[config.mk]
export PLATFORM = sky130hd
export DESIGN_NAME = axi4_rd_outstanding_limit
export DESIGN_NICKNAME = d
export VERILOG_FILES = /design/src/rtl/axi4_track_pkg.sv /design/src/rtl/axi4_id_fifo.sv /design/src/rtl/axi4_rd_outstanding_limit.sv
export SDC_FILE = /design/constraint.sdc
export NUM_CORES = 1
export LEC_CHECK = 0
export ABC_CLOCK_PERIOD_IN_PS = 4530
export BUFFER_PORTS_ARGS = -buffer_cell sky130_fd_sc_hd__buf_4
export CAP_MARGIN = 20
export CORE_ASPECT_RATIO = 1.4
export CORE_MARGIN = 2
export CORE_UTILIZATION = 30
export DETAILED_ROUTE_END_ITERATION = 8
export GPL_TIMING_DRIVEN = 0
export PLACE_DENSITY = 0.57
export SLEW_MARGIN = 20
export SYNTH_ARGS = -nofsm -noshare
export SYNTH_HDL_FRONTEND = slang
export SYNTH_SLANG_ARGS = --single-unit
[constraint.sdc]
create_clock -name axi_aclk -period 4.53 [get_ports axi_aclk]
set_input_delay 0.906 -clock axi_aclk [delete_from_list [all_inputs] [get_ports axi_aclk]]
set_output_delay 0.906 -clock axi_aclk [all_outputs]
set_load 0.1 [all_outputs]
[src/rtl/axi4_track_pkg.sv]
// rtl/axi4_track_pkg.sv - shared constants and error-flag type for the AXI4 read tracker
package axi4_track_pkg;

  localparam int CNT_W = 8;

  typedef struct packed {
    logic id_error;
    logic underflow;
    logic timeout;
  } err_flags_t;

endpackage

[src/rtl/axi4_id_fifo.sv]
// rtl/axi4_id_fifo.sv - synchronous first-word-fall-through FIFO holding in-flight ARIDs
module axi4_id_fifo #(
  parameter int DEPTH = 16,
  parameter int DSIZE = 4
) (
  input  logic             clk,
  input  logic             rst_n,
  input  logic             push,
  input  logic [DSIZE-1:0] data,
  input  logic             pop,
  output logic [DSIZE-1:0] head,
  output logic             empty,
  output logic             full
);

  localparam int AW = (DEPTH > 1) ? $clog2(DEPTH) : 1;
  localparam int CW = $clog2(DEPTH + 1);
  localparam logic [AW-1:0] LAST = AW'(DEPTH - 1);
  localparam logic [CW-1:0] FULL_CNT = CW'(DEPTH);

  logic [DSIZE-1:0] mem [DEPTH];
  logic [AW-1:0]    wr_ptr, rd_ptr;
  logic [CW-1:0]    count;
  logic             do_push, do_pop;

  assign do_push = push & ~full;
  assign do_pop  = pop & ~empty;
  assign empty   = (count == '0);
  assign full    = (count == FULL_CNT);
  assign head    = mem[rd_ptr];

  // Storage carries no reset: validity is tracked entirely by count.
  always_ff @(posedge clk) begin
    if (do_push) mem[wr_ptr] <= data;
  end

  always_ff @(posedge clk or negedge rst_n) begin
    if (!rst_n) begin
      wr_ptr <= '0;
      rd_ptr <= '0;
      count  <= '0;
    end else begin
      if (do_push) wr_ptr <= (wr_ptr == LAST) ? '0 : wr_ptr + 1'b1;
      if (do_pop)  rd_ptr <= (rd_ptr == LAST) ? '0 : rd_ptr + 1'b1;
      if (do_push && !do_pop)      count <= count + 1'b1;
      else if (do_pop && !do_push) count <= count - 1'b1;
    end
  end

endmodule

[src/rtl/axi4_rd_outstanding_limit.sv]
// rtl/axi4_rd_outstanding_limit.sv - AR gate limiting outstanding read bursts, in-order RID checker
// Optional response watchdog enabled by defining AXI4_RD_OUTSTANDING_TIMEOUT_EN.
module axi4_rd_outstanding_limit
  import axi4_track_pkg::*;
#(
  parameter int IDSIZE          = 4,
  parameter int ASIZE           = 32,
  parameter int LSIZE           = 8,
  parameter int MAX_OUTSTANDING = 16,
  parameter int MAX_CYCLE       = 1000
) (
  input  logic              axi_aclk,
  input  logic              axi_aresetn,
  input  logic [IDSIZE-1:0] s_arid,
  input  logic [ASIZE-1:0]  s_araddr,
  input  logic [LSIZE-1:0]  s_arlen,
  input  logic              s_arvalid,
  output logic              s_arready,
  output logic [IDSIZE-1:0] m_arid,
  output logic [ASIZE-1:0]  m_araddr,
  output logic [LSIZE-1:0]  m_arlen,
  output logic              m_arvalid,
  input  logic              m_arready,
  input  logic [IDSIZE-1:0] axi_rid,
  input  logic              axi_rvalid,
  input  logic              axi_rready,
  input  logic              axi_rlast,
  output logic [CNT_W-1:0]  outstanding,
  output logic              id_error,
  output logic              underflow,
  output logic              timeout_error
);

  localparam logic [CNT_W-1:0] MAX_CNT = CNT_W'(MAX_OUTSTANDING);

  logic [CNT_W-1:0]  cnt_q;
  err_flags_t        err_q, err_d;
  logic              block, ar_hs, r_end, cnt_zero, inc, dec;
  logic              q_empty, q_full, tmo_hit;
  logic [IDSIZE-1:0] q_head;

  // Blocking looks only at the registered count, so a completing burst frees a slot one cycle later.
  assign block     = (cnt_q == MAX_CNT);
  assign m_arvalid = s_arvalid & ~block;
  assign s_arready = m_arready & ~block;
  assign m_arid    = s_arid;
  assign m_araddr  = s_araddr;
  assign m_arlen   = s_arlen;

  assign ar_hs    = m_arvalid & m_arready;
  assign r_end    = axi_rvalid & axi_rready & axi_rlast;
  assign cnt_zero = (cnt_q == '0);
  assign inc      = ar_hs;
  assign dec      = r_end & ~cnt_zero;

  axi4_id_fifo #(
    .DEPTH (MAX_OUTSTANDING),
    .DSIZE (IDSIZE)
  ) u_id_fifo (
    .clk   (axi_aclk),
    .rst_n (axi_aresetn),
    .push  (ar_hs & ~q_full),
    .data  (s_arid),
    .pop   (r_end & ~q_empty),
    .head  (q_head),
    .empty (q_empty),
    .full  (q_full)
  );

  always_ff @(posedge axi_aclk or negedge axi_aresetn) begin
    if (!axi_aresetn) begin
      cnt_q <= '0;
    end else if (inc && !dec) begin
      cnt_q <= cnt_q + 1'b1;
    end else if (dec && !inc) begin
      cnt_q <= cnt_q - 1'b1;
    end
  end

`ifdef AXI4_RD_OUTSTANDING_TIMEOUT_EN
  localparam logic [15:0] TLIM = 16'(MAX_CYCLE);

  logic [15:0] tcnt;
  logic        r_hs;

  assign r_hs = axi_rvalid & axi_rready;

  always_ff @(posedge axi_aclk or negedge axi_aresetn) begin
    if (!axi_aresetn) begin
      tcnt <= '0;
    end else if (cnt_zero || r_hs) begin
      tcnt <= '0;
    end else if (tcnt != 16'hFFFF) begin
      tcnt <= tcnt + 16'd1;
    end
  end

  assign tmo_hit = (tcnt >= TLIM);
`else
  assign tmo_hit = 1'b0;
`endif

  always_comb begin
    err_d = err_q;
    if (r_end && !q_empty && (axi_rid != q_head)) err_d.id_error = 1'b1;
    if (r_end && cnt_zero)                        err_d.underflow = 1'b1;
    if (tmo_hit)                                  err_d.timeout = 1'b1;
  end

  always_ff @(posedge axi_aclk or negedge axi_aresetn) begin
    if (!axi_aresetn) err_q <= '0;
    else              err_q <= err_d;
  end

  assign outstanding   = cnt_q;
  assign id_error      = err_q.id_error;
  assign underflow     = err_q.underflow;
  assign timeout_error = err_q.timeout;

endmodule

After elaboration in Yosys (flattened, before gate mapping)
Memories as Yosys holds them, arrays and structs flattened.
Index checks and enable logic that the tools add are counted.
Widths: inputs -> output; s select.
{ "word_totals": {"reg_bits": 23, "mem_count": 1, "wordCells": 56, "ram_bits": 64} }
{ "op_classes": {"n_addsub": 6, "reduce_logical": 16, "mux": 8, "n_eq_ne": 5, "bitwise": 14} }
{ "mem_list": {"columns": ["memory", "words", "word_bits", "read_ports", "rd_clocked_by_memory_dff", "write_ports", "line", "text"], "rows": [
  ["u_id_fifo.mem", 16, 4, 1, 0, 1, "axi4_id_fifo.sv:21", "logic [DSIZE-1:0] mem [DEPTH];"]
]} }
{ "op_table": {"columns": ["operator", "n"], "rows": [
  ["$mux 8", 2],
  ["$and 1x1->1", 10],
  ["$mux 5", 2],
  ["$add 4x1->4 const B", 2],
  ["$add 8x1->8 const B", 1],
  ["$eq 4x4->1 const B", 2],
  ["$eq 8x5->1 const B", 1],
  ["$logic_not 8->1", 1],
  ["$mux 4", 2],
  ["$sub 8x1->8 const B", 1],
  ["$logic_and 1x1->1", 7],
  ["$add 5x1->5 const B", 1],
  ["$eq 5x5->1 const B", 1],
  ["$logic_not 1->1", 5],
  ["$logic_not 5->1", 1],
  ["$sub 5x1->5 const B", 1],
  ["$ne 4x4->1", 1],
  ["$not 1->1", 4],
  ["$reduce_bool 2->1", 2],
  ["$mux 1", 2]
]} }

Depth between registers and ports, before layout
Gate-level depths: netlist of run 1.
{ "depth": {"depth_word": 10, "mapped_depth": 13} }

Modules after synthesis
From an unflattened synthesis of run 1, not the netlist that was laid out.
{ "unflattened": {"cells_unflattened": 355, "area_unflattened_um2": 4568.1} }
{ "by_module_without_submodules": {"columns": ["mod", "cells_per_inst", "seq_area_each_um2", "area_per_inst_um2", "instances"], "rows": [
  ["axi4_id_fifo", 225, 2247.2, 3440.8, 1],
  ["axi4_rd_outstanding_limit", 130, 250.2, 1127.3, 1]
]} }

Least setup slack after synthesis of run 1
Ideal clock, no wire load.
{ "synth_timing": {"kind": "flip-flop to flip-flop", "from": "register cnt_q[1], in the netlist outstanding[1]", "to": "register cnt_q[7], in the netlist outstanding[7]", "path_stages_with_launch": 13, "arrival_ps": 3616, "required_time_ps": 4442, "setup_slack_ps": 826, "synth_period_minus_slack_ps": 3704, "path_cell_list": "dfrtp_1 -> nor4_1 -> nand3_1 -> and3_1 -> ha_1 -> inv_1 -> ha_1 -> a21o_1 -> a21oi_1 -> o21bai_1 -> a2111o_1 -> a2111o_1 -> o211ai_1"} }
{ "synth_between": {"elab_chain_cells": 7, "elab_cells_between_ends": 16, "cone_classes": "add/sub: 2; eq/ne: 1; mux: 2; bitwise: 5; reduce/logical: 6"} }
{ "synth_rtl": {"columns": ["element", "line", "text"], "rows": [
  ["start: declaration", "axi4_rd_outstanding_limit.sv:36", "logic [CNT_W-1:0] cnt_q;"],
  ["start signal: assignment", "axi4_rd_outstanding_limit.sv:74", "cnt_q <= cnt_q + 1'b1;"],
  ["start signal: assignment", "axi4_rd_outstanding_limit.sv:76", "cnt_q <= cnt_q - 1'b1;"],
  ["parallel branches: the longest is 7 deep, another holds $sub 8x1->8", null, null]
]} }
Several ways; the timed one is not identified. The select of a mux whose other input is x is not followed.
A chain may end at the register's enable or synchronous reset.

Final worst setup path of run 1
Same ends and word-level chain as after synthesis.

==> run_results.csv, run 1 <==
group,metric,value,unit
synth,synth_area,4400,sq um
timing,setup_viol_count_final,0,
synth,syn_avg_cell_area,14.1,sq um
timing,worst_pin_slew,0.673,ns
cells_and_area,fin_util,37.9,%
critical_path,slowest_delay,0.47,ns
timing,final.period_utilization,82.5,%
floorplanning,die_area,15700,sq um
critical_path,critPathMaxFanout,8,
timing,skew,0.00571,ns
global_route,grt_usage,12.2,%
clock_network,ctsResizeCount,0,
cells_and_area,drive_gt1_share,36.3,%
critical_path,worstPathRequired,4.79,ns
floorplanning,start_util,30.6,%
routing,routed-wl-met2,5.08,mm
global_route,antenna_found_initial,0,
timing,drv_slew,0,
global_route,grt_pass1_wl,14.3,mm
outcome,status,"finished, final reports clean",
job,cap_violations,0,
power_and_ir_drop,irDropWorstVdd,0.000314,V
critical_path,critPathKind,"flop to flop",
timing,clock.fmax,268,MHz
synth,synth_top_area_share,43.6,%
synth,synth_cells,313,
timing,fin_crit,3.74,ns
routing,firstDrtPassIters,4,
synth,synth.distinct_cells,38,
floorplanning,io_pins,112,
clock_network,worst_skew_pair.late_latency,0.34,ns
clock_network,cts_buffers,9,
critical_path,r2r_start,"outstanding[1]",
synth,syn_nets,386,
critical_path,crit_chain,"nor4_1 > nand3_1 > and3_1 > ha_1 > inv_1 > ha_1 > a21o_1 > a21oi_1 > o21bai_1 > a2111o_1 > a2111o_1 > o211ai_1",
synth,ys_seq_elements,87,
placed_design,dpl.hpwl,6.91,mm
routing,drtIter0Drc,151,
routing,drcViolationCount,0,
cells_and_area,finalNetCount,467,
global_route,grt_pass1_vias,2721,
critical_path,crit_arrival,4.00,ns
cells_and_area,final_common_cell,"buf_4",
placed_design,placedCellCount,572,
synth,yosys.area.top_type,"edfxtp_1",
routing,antenna_left,0,
critical_path,worstSetupStartpoint,"outstanding[1]",
global_route,grt_max_degree,24,
critical_path,cp_num_buf_inv,1,
clock_network,post-cts-setup-buffer-count,0,
timing,worst_slew_margin_rel,54.8,%
critical_path,cp-start-kind,"flop",
clock_network,cts_hold_buf,0,
placed_design,portBuffers,70,
cells_and_area,instances_no_fill,588,
floorplanning,fp-row-count,52,
routing,maxUsedRoutingLayer,"met4",
clock_network,cts_tree,"done",
routing,vias_per_cell,4.67,
routing,wl_met3,676,microns
synth,yosysSeqAreaShare,56.7,%
clock_network,clockBufferDepth,2,
clock_network,path_clk_slew,0.07,ns
floorplanning,core_region_area,14400,sq um
clock_network,cts.sinks,87,
placed_design,place_congestion,0.741,
power_and_ir_drop,pwr_density_cell,609,nW/um^2
critical_path,crit_slowest_cell,"a2111o_1",
clock_network,root_buffer,"clkbuf_16",
power_and_ir_drop,power.leakage,0.00217,uW
global_route,grt.overflow.total,0,
timing,rsz0062_at_grt,"no",
critical_path,cp_top_family,"compound AO/OA/AOI/OAI gates",
cells_and_area,n_antenna_cell,0,
routing,via_count,2744,
routing,wl_per_cell,15.8,microns
timing,setup_tns,0,ns
synth,synth.area.top_cells,"edfxtp_1 (44%), dfrtp_1 (13%), mux4_1 (8.4%), buf_4 (7.7%), ha_1 (4.5%)",
worst_hold_path,hp-class,"input port to asynchronous set/reset pin",
cells_and_area,syn_to_final_growth,23.9,%
timing,hold_violations,0,
clock_network,cts_htree_levels,3,
power_and_ir_drop,finalPower,3320,uW
synth,yosysWarnings,0,
cells_and_area,final_cell_mix,"buf_4 (115), edfxtp_1 (64), dfrtp_1 (23)",
critical_path,end_kind,"flop",
routing,wl,9.30,mm
floorplanning,die_h,147,microns
routing,drt-met1-wl,3.36,mm
floorplanning,die_width,106,microns
==> final cells by class <==
type | count | area, sq um
Clock buffer | 9 | 225
Clock inverter | 7 | 63.8
Buffer | 57 | 399
Inverter | 8 | 30.0
Timing Repair Buffer | 70 | 526
Fill cell | 1348 | 8920
Sequential cell | 87 | 2500
Multi-Input combinational cell | 161 | 1480
Tap cell | 189 | 236
==> Yosys cell counts <==
cell type  instances
a22o_1             1
clkbuf_1           5
buf_4             45
and3_1             2
buf_1              4
conb_1             1
xnor2_1           13
nor3_1             9
fa_1               2
a31oi_1            1
nand2b_1           2
o21a_1             2
a311oi_1           1
o211ai_1           2
buf_6              2
o21bai_1           2
nand2_1           21
dfrtp_1           23
nand4_1            2
a21o_2             1
xor2_1             3
and2_1             2
or4_1              2
nand3_1            5
mux2_2             3
buf_2              1
edfxtp_1          64
nor4_1             1
inv_1              8
ha_1              16
a21oi_1            7
a21o_1             8
mux4_2             6
o21ai_0           12
a2111o_1           2
mux4_1            14
xnor2_2            1
nor2_1            17
==> routing by layer <==
metal / track usage [%] / up-vias
met4: 4.87 / 0
li1: - / 1279
met3: 3.19 / 11
met1: 12.4 / 1333
met2: 23.2 / 121
met5: 0 / -
==> state kept, by name, indices dropped and copies added (netlist names) <==
register	count
outstanding	8
underflow	1
u_id_fifo.rd_ptr	4
id_error	1
u_id_fifo.mem	64
u_id_fifo.count	5
u_id_fifo.wr_ptr	4
==> logic make-up after synthesis <==
kind of cell | count (synthesis) | synth area share [%]
other cells | 1 | 0.0852
buf+inv | 65 | 9.75
compound gates | 39 | 5.80
flops | 87 | 56.7
simple gates | 63 | 6.45
mux | 23 | 12.2
xor+xnor | 17 | 3.55
fa+ha+maj | 18 | 5.46
==> worst reg2reg max path, stage by stage (launching register included) <==
cell      delay [ns]
dfrtp_1         0.43
nor4_1          0.46
nand3_1         0.20
and3_1          0.27
ha_1            0.28
inv_1           0.26
ha_1            0.29
a21o_1          0.17
a21oi_1         0.21
o21bai_1        0.16
a2111o_1        0.47
a2111o_1        0.37
o211ai_1        0.08
==> metrics by stage <==
step                worst slack, ns  hold WS (ns)  area (sq um)
floorplan                     0.826         0.469          4400
global placement              0.755         0.448          5160
detailed placement            0.737         0.460          5160
CTS                           0.714         0.459          5450
global route                  0.545         0.467          5450
finish                        0.793         0.445          5450
==> worst paths after layout <==
path / to / slack, ns / depth (start not counted)
worst max register to register: outstanding[7] / 0.79 / 12
max in group asynchronous: u_id_fifo.wr_ptr[0] / 3.83 / 1
worst min register to register: underflow / 0.47 / 1
worst min-delay path: u_id_fifo.rd_ptr[3] / 0.45 / 1
worst max-delay path: outstanding[7] / 0.79 / 12
min in group axi_aclk: underflow / 0.47 / 1
==> report_power, final <==
| part | total, uW | internal, uW | switching [uW] | leakage, uW |
|---|---|---|---|---|
| logic | 1530 | 553 | 975 | 0.00118 |
| clock network | 712 | 383 | 329 | 0.000136 |
| registers | 1080 | 980 | 102 | 0.000855 |
| total | 3320 | 1920 | 1410 | 0.00217 |
No activity file was read; power rests on OpenSTA's default activity.
==> run 2, diff against run 1 <==
--- a/config.mk
+++ b/config.mk
@@ -5,7 +5,7 @@
 export SDC_FILE = /design/constraint.sdc
 export NUM_CORES = 1
 export LEC_CHECK = 0
-export ABC_CLOCK_PERIOD_IN_PS = 4530
+export ABC_CLOCK_PERIOD_IN_PS = 3700
 export BUFFER_PORTS_ARGS = -buffer_cell sky130_fd_sc_hd__buf_4
 export CAP_MARGIN = 20
 export CORE_ASPECT_RATIO = 1.4
==> constraint.sdc (replaced) <==
create_clock -name axi_aclk -period 3.7 [get_ports axi_aclk]
set_input_delay 0.74 -clock axi_aclk [delete_from_list [all_inputs] [get_ports axi_aclk]]
set_output_delay 0.74 -clock axi_aclk [all_outputs]
set_load 0.1 [all_outputs]
==> run_results.csv, run 2 (same netlist as run 1, synthesis figures left out) <==
group,metric,value,unit
global_route,grt_max_degree,24,
global_route,grt_usage,12.2,%
cells_and_area,final_cell_mix,"buf_4 (115), edfxtp_1 (64), dfrtp_1 (22)",
timing,clock.fmax,290,MHz
timing,skew,0.00801,ns
clock_network,clockBufferDepth,2,
cells_and_area,largest_register_ffs,64,
timing,worst_pin_slew,0.662,ns
power_and_ir_drop,finalPower,4080,uW
placed_design,placedCellCount,572,
timing,hold_violations,0,
routing,firstDrtPassIters,4,
timing,drv_slew,0,
floorplanning,die_h,147,microns
cells_and_area,largest-register,"u_id_fifo.mem",
clock_network,cts.sinks,87,
critical_path,worstPathRequired,3.96,ns
routing,via_count,2718,
floorplanning,start_util,30.6,%
clock_network,cts_htree_levels,3,
power_and_ir_drop,power.leakage,0.00218,uW
routing,wl,9.31,mm
critical_path,crit_slowest_cell,"dfrtp_2",
placed_design,pre_cts_ws,-0.0898,ns
floorplanning,core_region_area,14400,sq um
routing,drtIter0Drc,113,
cells_and_area,final_common_cell,"buf_4",
critical_path,cp_num_buf_inv,1,
routing,vias_per_cell,4.62,
power_and_ir_drop,pwr_density_cell,746,nW/um^2
cells_and_area,syn_to_final_growth,24.2,%
critical_path,crit_chain,"nor4_4 > nand3_1 > and3_1 > ha_1 > inv_2 > ha_1 > a21o_1 > a21oi_1 > o21bai_1 > a2111o_1 > a2111o_1 > o211ai_1",
timing,final.period_utilization,93.3,%
power_and_ir_drop,irDropWorstVdd,0.000564,V
critical_path,slowest_delay,0.46,ns
timing,fin_crit,3.45,ns
cells_and_area,fin_util,38.0,%
critical_path,cp_top_family,"compound AO/OA/AOI/OAI gates",
outcome,status,"finished, final reports clean",
global_route,antenna_found_initial,0,
job,cap_violations,0,
cells_and_area,finalNetCount,467,
timing,holdWs,0.288,ns
critical_path,crit_arrival,3.71,ns
timing,setup_viol_count_final,0,
clock_network,cts_buffers,9,
critical_path,end_kind,"flop",
global_route,grt.overflow.total,0,
clock_network,root_buffer,"clkbuf_16",
timing,worst_slew_margin_rel,55.5,%
cells_and_area,instances_no_fill,588,
cells_and_area,fillerInstances,1353,
critical_path,critPathKind,"flop to flop",
floorplanning,io_pins,112,
routing,antenna_left,0,
global_route,grt_pass1_vias,2763,
placed_design,dpl.hpwl,6.97,mm
floorplanning,die_area,15700,sq um
clock_network,path_clk_slew,0.07,ns
critical_path,critPathMaxFanout,8,
placed_design,portBuffers,70,
clock_network,cts_hold_buf,0,
worst_hold_path,hp-class,"input port to asynchronous set/reset pin",
placed_design,place_congestion,0.728,
routing,drcViolationCount,0,
timing,worst_slack,0.248,ns
clock_network,worst_skew_pair.late_latency,0.34,ns
floorplanning,fp-row-count,52,
critical_path,cp-start-kind,"flop",
global_route,grt_pass1_wl,14.4,mm
clock_network,cts_tree,"done",
floorplanning,die_width,106,microns
cells_and_area,n_antenna_cell,0,
routing,wl_per_cell,15.8,microns
timing,rsz0062_at_grt,"no",
cells_and_area,drive_gt1_share,37.1,%
## run 2: changes by cell type in the layout (fill, tap and decap cells not counted)
cell,previous run,this run
nor4_1,1,0
dfrtp_1,23,22
inv_1,8,7
inv_6,1,3
inv_2,0,1
clkinv_4,2,1
dfrtp_2,0,1
clkinv_2,0,1
nor4_4,0,1
clkinvlp_4,2,0
## run 2: per-layer routing
layer | global-route usage, % | part of all wire [%] | up-vias | wire [microns]
met2 | 23.4 | 55 | 128 | 5100
met5 | 0 | 0 | - | 0
li1 | - | - | 1287 | -
met3 | 3.15 | 8.0 | 7 | 745
met4 | 4.74 | 1.3 | 0 | 120
met1 | 12.2 | 36 | 1296 | 3340
## run 2: area by class of cell
class / count / area [sq um] / area share, %
multi-input combinational: 161 / 1490 / 27.3
buffer: 57 / 399 / 7.30
timing repair buffer: 70 / 526 / 9.61
clock buffer: 9 / 225 / 4.12
clock inverter: 7 / 62.6 / 1.14
sequential: 87 / 2500 / 45.7
inverter: 8 / 30.0 / 0.549
tap: 189 / 236 / 4.32
## run 2: worst paths after layout
| check | start | end | slack (ns) | depth (start not counted) |
|---|---|---|---|---|
| max | outstanding[1] | outstanding[7] | 0.25 | 12 |
| min | axi_aresetn | u_id_fifo.rd_ptr[2] | 0.29 | 1 |
| max reg2reg | outstanding[1] | outstanding[7] | 0.25 | 12 |
| min reg2reg | id_error | id_error | 0.46 | 1 |
| max in group asynchronous | axi_aresetn | outstanding[1] | 3.15 | 1 |
| min in group axi_aclk | id_error | id_error | 0.46 | 1 |
## run 2: metrics by stage
stage               instance area [sq um]  setup TNS, ns
global route                         5470              0
detailed placement                   5170        -0.0898
finish                               5470              0
global placement                     5170        -0.0104
floorplan                            4400              0
CTS                                  5460              0
## run 2: what timing repair did
action | in CTS | in global routing
endpoints found under the setup margin | 1 | 1
buffers inserted | 0 | 0
resized for setup | 1 | 2
## run 2: power by group
group          internal (uW)  switching (uW)
combinational            682            1190
sequential              1200             135
clock                    471             402
